--- src/rtl/spi_w25q_pkg.sv ---
// Shared constants and state type for the W25Q 32-bit read controller.
// Build option: define FAST_READ_EN to use the Fast Read opcode (0x0B)
// with 8 dummy bits between the address and the data phase.
package spi_w25q_pkg;

  localparam logic [7:0] OP_READ      = 8'h03;
  localparam logic [7:0] OP_FAST_READ = 8'h0B;

  localparam int ADDR_BITS  = 24;
  localparam int DATA_BITS  = 32;
  localparam int DUMMY_BITS = 8;

  // Opcode plus address always fills one 32-bit outgoing shift word
  localparam int CMD_BITS = 8 + ADDR_BITS;

`ifdef FAST_READ_EN
  localparam logic [7:0] OP_CODE = OP_FAST_READ;
  localparam int PAD_BITS = DUMMY_BITS;
`else
  localparam logic [7:0] OP_CODE = OP_READ;
  localparam int PAD_BITS = 0;
`endif

  // Index of the first SCK bit carrying read data, and bits per transfer
  localparam int DATA_START = CMD_BITS + PAD_BITS;
  localparam int TOTAL_BITS = DATA_START + DATA_BITS;

  typedef enum logic [1:0] {
    IDLE,
    XFER,
    DONE
  } state_e;

endpackage

--- src/rtl/spi_w25q_read32_sck_timer.sv ---
// SCK half-period timer: while run_i is high it produces a mode-0 SCK
// (low phase first) with CLK_DIV clk cycles per half period, plus strobes
// marking the clk edges where phases change.
module spi_sck_timer #(
  parameter int CLK_DIV = 1
) (
  input  logic clk_i,
  input  logic rst_i,
  input  logic run_i,
  output logic phase_start_low_o,
  output logic phase_end_high_o,
  output logic spi_sck_o
);

  localparam logic [7:0] HALF_LAST = 8'(CLK_DIV - 1);

  logic [7:0] cnt_q;
  logic       sck_q;
  logic       half_done;

  assign half_done        = run_i && (cnt_q == HALF_LAST);
  assign phase_end_high_o = half_done && sck_q;
  // SCK runs continuously, so the next low phase begins on the very edge
  // that closes the current high phase.
  assign phase_start_low_o = half_done && sck_q;
  assign spi_sck_o         = sck_q;

  // Half-period counter; SCK toggles each time a half period completes
  always_ff @(posedge clk_i) begin
    if (rst_i || !run_i) begin
      cnt_q <= '0;
      sck_q <= 1'b0;
    end else if (half_done) begin
      cnt_q <= '0;
      sck_q <= ~sck_q;
    end else begin
      cnt_q <= cnt_q + 8'd1;
    end
  end

endmodule

--- src/rtl/spi_w25q_read32.sv ---
// SPI mode-0 controller reading one 32-bit word from a W25Qxxx NOR flash.
// Sends opcode + 24-bit address MSB first, then shifts in 32 data bits.
// Build option: FAST_READ_EN selects Fast Read (0x0B) with 8 dummy bits.
module spi_w25q_read32
  import spi_w25q_pkg::*;
#(
  parameter int CLK_DIV        = 1,
  parameter int CS_HIGH_CYCLES = 1
) (
  input  logic                 clk_i,
  input  logic                 rst_i,
  input  logic                 start_i,
  input  logic [ADDR_BITS-1:0] mem_addr_i,
  output logic [DATA_BITS-1:0] mem_data_o,
  output logic                 busy_o,
  output logic                 spi_sck_o,
  output logic                 spi_cs_n_o,
  output logic                 spi_copi_o,
  input  logic                 spi_cipo_i
);

  localparam logic [6:0]  LAST_BIT       = 7'(TOTAL_BITS - 1);
  localparam logic [6:0]  FIRST_DATA_BIT = 7'(DATA_START);
  localparam logic [15:0] DONE_LAST      = 16'(CS_HIGH_CYCLES - 1);

  state_e                state_q;
  logic [CMD_BITS-1:0]   shift_out_q;
  logic [DATA_BITS-1:0]  shift_in_q;
  logic [DATA_BITS-1:0]  shift_in_d;
  logic [DATA_BITS-1:0]  mem_data_q;
  logic [6:0]            bit_cnt_q;
  logic [15:0]           done_cnt_q;
  logic                  busy_q;
  logic                  cs_n_q;
  logic                  copi_q;

  logic                  sck_run;
  logic                  phase_start_low;
  logic                  phase_end_high;
  logic                  sck_level;

  assign sck_run = (state_q == XFER);

  spi_sck_timer #(
    .CLK_DIV(CLK_DIV)
  ) u_sck_timer (
    .clk_i            (clk_i),
    .rst_i            (rst_i),
    .run_i            (sck_run),
    .phase_start_low_o(phase_start_low),
    .phase_end_high_o (phase_end_high),
    .spi_sck_o        (sck_level)
  );

  // Receive shifter next value: newest CIPO bit enters at the LSB
  always_comb begin
    shift_in_d = {shift_in_q[DATA_BITS-2:0], spi_cipo_i};
  end

  // Transfer sequencer: command/address shift-out, data shift-in, CS recovery
  always_ff @(posedge clk_i) begin
    if (rst_i) begin
      state_q     <= IDLE;
      busy_q      <= 1'b0;
      cs_n_q      <= 1'b1;
      copi_q      <= 1'b0;
      mem_data_q  <= '0;
      shift_out_q <= '0;
      shift_in_q  <= '0;
      bit_cnt_q   <= '0;
      done_cnt_q  <= '0;
    end else begin
      unique case (state_q)
        IDLE: begin
          if (start_i) begin
            shift_out_q <= {OP_CODE, mem_addr_i};
            copi_q      <= OP_CODE[7];
            shift_in_q  <= '0;
            bit_cnt_q   <= '0;
            busy_q      <= 1'b1;
            cs_n_q      <= 1'b0;
            state_q     <= XFER;
          end
        end
        XFER: begin
          // Zeros fill in behind the command word, so dummy and data-phase
          // bits drive COPI low without any extra selection.
          if (phase_start_low) begin
            shift_out_q <= {shift_out_q[CMD_BITS-2:0], 1'b0};
            copi_q      <= shift_out_q[CMD_BITS-2];
          end
          if (phase_end_high) begin
            if (bit_cnt_q >= FIRST_DATA_BIT) begin
              shift_in_q <= shift_in_d;
            end
            if (bit_cnt_q == LAST_BIT) begin
              cs_n_q     <= 1'b1;
              done_cnt_q <= '0;
              state_q    <= DONE;
            end else begin
              bit_cnt_q <= bit_cnt_q + 7'd1;
            end
          end
        end
        DONE: begin
          if (done_cnt_q == DONE_LAST) begin
            mem_data_q <= shift_in_q;
            busy_q     <= 1'b0;
            state_q    <= IDLE;
          end else begin
            done_cnt_q <= done_cnt_q + 16'd1;
          end
        end
        default: state_q <= IDLE;
      endcase
    end
  end

  assign mem_data_o = mem_data_q;
  assign busy_o     = busy_q;
  assign spi_sck_o  = sck_level;
  assign spi_cs_n_o = cs_n_q;
  assign spi_copi_o = copi_q;

endmodule

--- config.mk ---
export PLATFORM = sky130hd
export DESIGN_NAME = spi_w25q_read32
export DESIGN_NICKNAME = d
export VERILOG_FILES = /design/src/rtl/spi_w25q_pkg.sv /design/src/rtl/spi_w25q_read32_sck_timer.sv /design/src/rtl/spi_w25q_read32.sv
export SDC_FILE = /design/constraint.sdc
export NUM_CORES = 1
export LEC_CHECK = 0
export BUFFER_PORTS_ARGS = -buffer_cell sky130_fd_sc_hd__buf_4
export CAP_MARGIN = 30
export CORE_MARGIN = 2
export CORE_UTILIZATION = 25
export CTS_BUF_LIST = sky130_fd_sc_hd__clkbuf_8
export DETAILED_ROUTE_END_ITERATION = 10
export PLACE_DENSITY = 0.5
export SYNTH_ARGS = -nofsm -noshare
export SYNTH_HDL_FRONTEND = slang
export SYNTH_SLANG_ARGS = --single-unit
--- constraint.sdc ---
create_clock -name clk_i -period 2.6 [get_ports clk_i]
set_input_delay 0.13 -clock clk_i [delete_from_list [all_inputs] [get_ports clk_i]]
set_output_delay 0.13 -clock clk_i [all_outputs]
set_load 0.05 [all_outputs]
==> metrics.cfg, run 1 <==
[global_route]
gr-total-overflow = 0
track_usage_pct = 12.43
grt_pass1_vias = 4629
grt_pass1_wl_um = 22770
grt_max_degree = 57
antenna_found_initial = 0

[timing]
final_hold_viol_count = 0
fin_setup_tns_ps = 0
setup-violations-final = 0
clock.fmax_mhz = 441.6
fin_crit_sh_pct = 87.09
fin_crit_ps = 2264
worst_pin_slew_ps = 688.9
drv_slew = 0
worst_clock_skew_ps = 14.38
rsz0062_at_grt = no
max_slew_margin_pct = 54.07

[cts]
clockRootBuffer = clkbuf_8
clk-insertion-delay-late_ps = 440
cts_buffers = 17
cts_sinks = 132
cts_max_level = 4
clkTransAtPathRegs_ps = 80
cts.path.max_buffers = 2
ctsHoldBuffers = 25
postCtsSetupBuffers = 0
cts_tree = yes
cts.repair.resized = 0

[synthesis]
yosys_warnings = 0
async_reset_ff_share_pct = 0
synth_seq_area_share_pct = 48.61
syn_area_per_cell_sq_um = 8.114
synthTopCellsByArea = dfxtp_1, nand2_1, a21oi_1
synth.most_common_cell = nand2_1
yosysTopAreaCellShare_pct = 48.61
synth_area_sq_um = 5436
ys_ff_latch = 132
yosys.area.top_type = dfxtp_1
synth.distinct_cells = 46
synth_commonest_cells = nand2_1, dfxtp_1, a21oi_1
synthFlopType = dfxtp_1
syn_inst = 670
synth_nets = 704
synth_edf_count = 0

[cells_and_area]
fillCellCount = 2230
finalNetCount = 776
final_cell_count_no_fill = 1030
syn_to_final_growth_pct = 27.09
drive_gt1_share_pct = 15.23
antenna_cells = 0

[placement]
place.gp.congestion = 0.7963
numPortBuffers = 63
dpl.cell_count = 973
dpl.hpwl_um = 8186

[drt]
firstDrtPassIters = 4
remaining_drc_errors = 0
wl_um = 13700
drtIter0Drc = 421
vias = 4861
wire_per_inst_um = 13.30
antenna_left = 0
via_per_inst = 4.719

[power]
leakage_uw = 0.002491
powerDensity_nw_per_um2 = 631.1
finalPower_uw = 4360
irDropWorstVdd_v = 0.0003039

[setup_path]
startpoint_type = flop
cp.required_ps = 2970
crit_arrival_ps = 2630
endpoint_kind = flop
path_max_fanout = 23
path_class = flop to flop

[floorplan]
start_util_pct = 25.70
pin_count = 64
fp.dieH_um = 151.5
num_rows = 53
dieArea_sq_um = 22940
coreArea_sq_um = 21150
fp.dieW_um = 151.5

[run]
drv_cap = 0

[min_path]
min_path_type = primary input to flop

[outcome]
status = finished, final reports clean

-- state kept, by name (all words and copies together) (netlist names) --
signal,count
shift_in_q,32
u_sck_timer.spi_sck_o,1
spi_cs_n_o,1
bit_cnt_q,7
shift_out_q,31
busy_o,1
mem_data_o,32
u_sck_timer.cnt_q,8
done_cnt_q,16
spi_copi_o,1
state_q,2
-- layer usage --
metal	share of wire, %	global-route usage [%]
met5	0	0
met2	43	19.25
met3	4.4	3.683
met1	51	16.69
met4	1.1	3.785
-- worst max-delay path: stages (launching register included) --
cell	delay (ps)
dfxtp_1	340
inv_1	60
ha_1	130
or4b_4	500
nor2_2	220
a21oi_1	130
buf_12	180
or4_1	490
a21oi_1	140
-- kinds of logic after synthesis --
| logic type | after synthesis | synth area share (%) |
|---|---|---|
| XOR/XNOR | 9 | 1.450 |
| flip-flops | 132 | 48.61 |
| adder cells (fa/ha/maj) | 6 | 1.381 |
| AND/OR/NAND/NOR | 307 | 26.19 |
| AO/OA/AOI/OAI | 153 | 17.47 |
| buffers and inverters | 61 | 4.534 |
| multiplexers | 2 | 0.3683 |
-- cell usage in the layout (no fill, tap or decap), types with 4 or more instances in the layout --
master,Yosys,final
nand4_1,40,40
xor2_1,6,6
a21oi_1,86,85
a22oi_1,7,7
buf_4,3,76
nand2_1,154,154
bufinv_16,0,5
clkbuf_8,0,18
o31ai_1,5,5
a21o_1,5,5
nor2_1,55,53
nand3_1,8,8
and3_1,7,7
dlygate4sd3_1,0,25
ha_1,6,6
o21ai_0,13,13
or3_1,4,4
inv_1,10,15
a311oi_1,24,24
or4_1,7,7
nand2b_1,7,7
dfxtp_1,132,132
-- stage by stage --
stage / utilization (%) / area [sq um] / setup WS (ps) / hold WS, ps
4_1_cts: 32.66 / 6909 / 320.7 / 16.01
5_1_grt: 32.66 / 6909 / 73.69 / 53.27
6_report: 32.66 / 6909 / 335.6 / 41.78
2_1_floorplan: - / 5436 / 292.7 / 278.3
3_5_place_dp: 29.38 / 6216 / 323.0 / 378.5
3_3_place_gp: 29.38 / 6216 / 380.4 / 372.9
-- power breakdown --
group	switching [uW]	internal [uW]	leakage [uW]
clock	797	1150	0.000239
sequential	25.5	2060	0.00107
combinational	203	123	0.00118
-- worst paths after layout --
kind | depth (start not counted) | slack, ps | endpoint | start
worst min register to register | 2 | 460 | mem_data_o[7] | mem_data_o[7]
worst min-delay path | 4 | 40 | bit_cnt_q[0] | start_i
worst max-delay path | 8 | 340 | done_cnt_q[15] | u_sck_timer.cnt_q[0]
worst max register to register | 8 | 340 | done_cnt_q[15] | u_sck_timer.cnt_q[0]
-- final cells by class --
type	instances	area, sq um	area share, %
clock buffers	18	247.7	3.586
multi-input cells	477	2561	37.07
flip-flops and latches	132	2643	38.25
inverters	10	37.54	0.5433
clock inverters	14	195.2	2.825
well taps	275	344.1	4.980
repair buffers	104	880.8	12.75
No activity file was read; power rests on OpenSTA's default activity.
==> inputs of run 2 (changes only) <==
--- a/config.mk
+++ b/config.mk
@@ -7,11 +7,12 @@
 export LEC_CHECK = 0
 export BUFFER_PORTS_ARGS = -buffer_cell sky130_fd_sc_hd__buf_4
 export CAP_MARGIN = 30
+export CORE_ASPECT_RATIO = 1.5
 export CORE_MARGIN = 2
 export CORE_UTILIZATION = 25
 export CTS_BUF_LIST = sky130_fd_sc_hd__clkbuf_8
 export DETAILED_ROUTE_END_ITERATION = 10
-export PLACE_DENSITY = 0.5
+export PLACE_DENSITY = 0.41
 export SYNTH_ARGS = -nofsm -noshare
 export SYNTH_HDL_FRONTEND = slang
 export SYNTH_SLANG_ARGS = --single-unit
==> run 2 against run 1 <==
Effect of this change:
- combinational power decreased by 2%
- cell area decreased by 0.82%
- final cell count decreased by 0.78%
- sequential share of layout area increased by 0.31 points
- core utilization decreased by 0.87 points
- die area increased by 0.11%
- count of clock-buffer cells in the layout increased by 2
- register-to-register slack got worse by 50 ps
- critical endpoint unchanged
- total power decreased by 0.41%
- clock skew decreased by 1.4 ps
==> metrics.cfg, run 2 (synthesized netlist as in run 1, its figures left out) <==
[setup_path]
r2r_start = bit_cnt_q[1]
crit_arrival_ps = 2680
r2r_cells = 8
ff2ff_setup_slack_ps = 290
cp.required_ps = 2970
r2r-end = done_cnt_q[15]
startpoint = bit_cnt_q[1]
endpoint_kind = flop
path_max_fanout = 23
path_class = flop to flop
startpoint_type = flop

[cells_and_area]
drive_gt1_share_pct = 15.87
antenna_cells = 0
final_cell_mix = nand2_1, dfxtp_1, a21oi_1
finalNetCount = 771
layout_commonest_cell = nand2_1
syn_to_final_growth_pct = 26.05

[power]
leakage_uw = 0.002448
powerDensity_nw_per_um2 = 633.6
finalPower_uw = 4342
irDropWorstVdd_v = 0.0002991

[timing]
max_slew_margin_pct = 57.17
final_hold_viol_count = 0
setup-violations-final = 0
fin_crit_ps = 2313
worst_pin_slew_ps = 642.5
drv_slew = 0
clock.fmax_mhz = 432.4
worst_clock_skew_ps = 12.96
fin_setup_tns_ps = 0
fin_ws_ps = 287.5
rsz0062_at_grt = no
fin_crit_sh_pct = 88.94

[run]
drv_cap = 0

[global_route]
track_usage_pct = 12.35
grt_pass1_wl_um = 23250
gr-total-overflow = 0
grt_max_degree = 55
antenna_found_initial = 0
grt_pass1_vias = 4901

[cts]
cts_max_level = 4
clockRootBuffer = clkbuf_8
cts_buffers = 17
cts.path.max_buffers = 2
cts_sinks = 132
clk-insertion-delay-late_ps = 440
clkTransAtPathRegs_ps = 80
cts.repair.resized = 0
ctsHoldBuffers = 19
cts_tree = yes
postCtsSetupBuffers = 0

[min_path]
hold_start = mem_addr_i[14]
min_path_cells = 3
min_path_type = primary input to flop
hold-path-endpoint = shift_out_q[14]

[placement]
place.gp.congestion = 0.7681
numPortBuffers = 63
dpl.hpwl_um = 9133
place_ws_ps = 308.9

[drt]
firstDrtPassIters = 4
antenna_left = 0
wire_per_inst_um = 13.64
drtIter0Drc = 336
via_per_inst = 4.878
remaining_drc_errors = 0
vias = 4985
wl_um = 13940

[floorplan]
dieArea_sq_um = 22970
fp.dieW_um = 124.4
start_util_pct = 25.22
pin_count = 64
coreArea_sq_um = 21550
fp.dieH_um = 184.6
num_rows = 66

[outcome]
status = finished, final reports clean

## run 2: cell type report
| cell class | count | area, sq um |
|---|---|---|
| clock inverters | 12 | 177.7 |
| repair buffers | 99 | 818.3 |
| fillers | 2285 | 14700 |
| well taps | 272 | 340.3 |
| multi-input cells | 477 | 2561 |
| clock buffers | 20 | 275.3 |
| inverters | 10 | 37.54 |
| flip-flops and latches | 132 | 2643 |
## run 2: power by group
part           internal, uW  switching (uW)  leakage [uW]  total, uW
Sequential             2060            26.0       0.00107       2090
Clock                  1120             810      0.000223       1930
Combinational           118             202       0.00116        320
## run 2: worst max-delay path by stage
stage                     endpoint  slack (ps)  cells past startpoint
CTS                 done_cnt_q[15]         270                      8
floorplan           done_cnt_q[13]         290                      6
global route        shift_out_q[2]         140                      8
detailed placement  done_cnt_q[15]         310                      8
global placement    done_cnt_q[15]         350                      8
finish              done_cnt_q[15]         290                      8
## run 2: through the flow
| stage | std cells | instance area, sq um | hold WS (ps) | util [%] |
|---|---|---|---|---|
| floorplan | 670 | 5436 | 278.3 | - |
| global route | 1022 | 6853 | 7.111 | 31.80 |
| CTS | 1021 | 6843 | 0.7529 | 31.75 |
| finish | 1022 | 6853 | 12.37 | 31.80 |
| detailed placement | 970 | 6200 | 412.3 | 28.76 |
| global placement | 970 | 6200 | 399.7 | 28.76 |
## run 2: layer usage
metal	global-route usage, %	vias up	part of all wire [%]
li1	-	2475	-
met1	13.46	2423	43
met2	23.30	71	53
met3	2.642	16	2.8
met4	4.629	0	1.8
met5	0	-	0
## run 2: critical path, stage by stage, from the launching register on
cell	delay (ps)
dfxtp_1	360
ha_1	240
nand3_1	180
nor4_1	350
buf_4	190
a21oi_1	60
buf_4	210
or4_1	520
a21oi_1	140
==> inputs of run 3 (changes only) <==
--- a/config.mk
+++ b/config.mk
@@ -11,7 +11,9 @@
 export CORE_MARGIN = 2
 export CORE_UTILIZATION = 25
 export CTS_BUF_LIST = sky130_fd_sc_hd__clkbuf_8
+export CTS_CLUSTER_DIAMETER = 30
 export DETAILED_ROUTE_END_ITERATION = 10
+export MAX_ROUTING_LAYER = met4
 export PLACE_DENSITY = 0.41
 export SYNTH_ARGS = -nofsm -noshare
 export SYNTH_HDL_FRONTEND = slang
==> constraint.sdc (replaced) <==
create_clock -name clk_i -period 2.3 [get_ports clk_i]
set_input_delay 0.115 -clock clk_i [delete_from_list [all_inputs] [get_ports clk_i]]
set_output_delay 0.115 -clock clk_i [all_outputs]
set_load 0.05 [all_outputs]
==> run 3 against run 2 <==
Effect of this change:
- final cell count grew 1.7%
- sequential power up 13%
- via count decreased by 0.78%
- global-route usage increased by 0.44 points
- wire length increased by 0.22%
- clock skew fell by 3.2 ps
- count of clock-buffer cells in the layout shrank 1
- fmax grew 4.4%
- core utilization up 1.0 points
- die area is the same
- critical path type unchanged
- largest cell class unchanged
- largest power group unchanged
- highest routed layer unchanged
==> metrics.cfg, run 3 (synthesized netlist as in run 1, its figures left out) <==
[floorplan]
coreArea_sq_um = 21550
dieArea_sq_um = 22970
fp.dieW_um = 124.4
start_util_pct = 25.22
pin_count = 64
fp.dieH_um = 184.6
num_rows = 66

[power]
sw_frac_of_total_pct = 23.81
powerDensity_nw_per_um2 = 693.0
finalPower_uw = 4899
irDropWorstVdd_v = 0.0003436
leakage_uw = 0.002563
p_int_uw = 3732
power_switching_uw = 1167
pwr-share-clk_pct = 43.8
pwr-share-seq_pct = 48.2
p_comb_share_pct = 8.1

[drt]
drtIter0Drc = 321
remaining_drc_errors = 0
wl_um = 13970
antenna_left = 0
firstDrtPassIters = 4
wire_per_inst_um = 13.44
via_per_inst = 4.760
vias = 4946

[placement]
place_ws_ps = 36.24
dpl.hpwl_um = 9244
dpl.cell_count = 981
numPortBuffers = 63
place.gp.congestion = 0.7982

[timing]
fin_crit_ps = 2215
drv_slew = 0
rsz0062_at_grt = yes
clock.fmax_mhz = 451.6
worst_clock_skew_ps = 9.757
worst_pin_slew_ps = 465.6
max_slew_margin_pct = 68.96
fin_crit_sh_pct = 96.28
setup-violations-final = 0
timing.hold.ws_ps = 33.91
fin_ws_ps = 85.48
final_hold_viol_count = 0

[setup_path]
cp_cell_sequence = inv_1 > ha_1 > or4b_4 > o31ai_4 > and2b_2 > bufbuf_16 > nor2_1 > a211oi_1
startpoint_type = flop
crit_family = simple AND/OR/NAND/NOR gates
endpoint_kind = flop
crit_arrival_ps = 2550
cp.required_ps = 2640
max_stage_delay_ps = 510
path_depth = 8
path_max_fanout = 24
slowest_stage = or4b_4
path_class = flop to flop
r2r_cells = 8
path_buf_inv = 2

[global_route]
track_usage_pct = 12.80
gr-total-overflow = 0
grt_pass1_vias = 4965
grt_max_degree = 46
grt_pass1_wl_um = 23520
antenna_found_initial = 0

[cts]
cts_sinks = 132
cts_max_level = 4
clkTransAtPathRegs_ps = 80
clockRootBuffer = clkbuf_8
clk-insertion-delay-late_ps = 420
cts.path.max_buffers = 2
cts_tree = yes
cts_buffers = 17

[cells_and_area]
antenna_cells = 0
final_core_util_pct = 32.80
final_cell_count_no_fill = 1039
drive_gt1_share_pct = 17.73
finalNetCount = 788
final_cell_mix = nand2_1, dfxtp_1, a21oi_1
syn_to_final_growth_pct = 30.03
layout_commonest_cell = nand2_1

[min_path]
min_path_cells = 4
min_path_type = primary input to flop

[outcome]
status = finished, final reports clean

[run]
drv_cap = 0

-- run 3: cell count changes in the layout (fill, tap and decap cells not counted), moves of 2 or more --
cell and delta:
buf_4 +7, clkinv_2 +2, buf_12 +3, dlygate4sd3_1 +5
-- run 3: per-stage QoR --
stage / setup TNS, ps / instance area [sq um]
final: 0 / 7069
after global routing: -76.81 / 7069
after CTS: 0 / 7047
after detailed placement: 0 / 6321
after global placement: 0 / 6321
after floorplan: 0 / 5438
-- run 3: timing repair --
action                                 CTS  global route
gates cloned                             1             0
endpoints found under the hold margin   25             0
gates resized for setup                  1             4
buffers inserted                         0             0
hold buffers                            25             0
setup endpoints to repair                1            54
pin swaps                                0             1
-- run 3: per-layer routing --
metal	GRT usage, %	vias to the layer above	wire (um)
met2	23.54	71	7416
met3	3.077	9	412
met4	3.730	0	153
met5	-	-	0
met1	13.60	2341	5987
li1	-	2525	-
-- run 3: tightest hold or removal path, delay by kind of cell --
| kind | cells | cell delay (ps) |
|---|---|---|
| compound gates | 2 | 130 |
| buf+inv | 1 | 90 |
| simple gates | 1 | 60 |
-- run 3: final timing paths --
| kind | from | end | slack [ps] |
|---|---|---|---|
| max | u_sck_timer.cnt_q[1] | shift_out_q[25] | 90 |
| min | start_i | bit_cnt_q[0] | 30 |
| max reg2reg | u_sck_timer.cnt_q[1] | shift_out_q[25] | 90 |
| min reg2reg | mem_data_o[6] | mem_data_o[6] | 450 |
-- run 3: power groups by stage --
stage / Combinational (uW) / Sequential [uW] / Clock [uW]
after floorplan: 213 / 2420 / 0
after global placement: 339 / 2410 / 0
after detailed placement: 347 / 2410 / 0
after CTS: 397 / 2360 / 2240
after global routing: 439 / 2370 / 2340
final: 394 / 2360 / 2140
-- run 3: area by class of cell --
cell class	count	area [sq um]
Inverter	10	37.54
Clock buffer	19	261.5
Timing Repair Buffer	116	1025
Multi-Input combinational cell	477	2581
Sequential cell	132	2644
Fill cell	2247	14480
Clock inverter	13	180.2
Tap cell	272	340.3
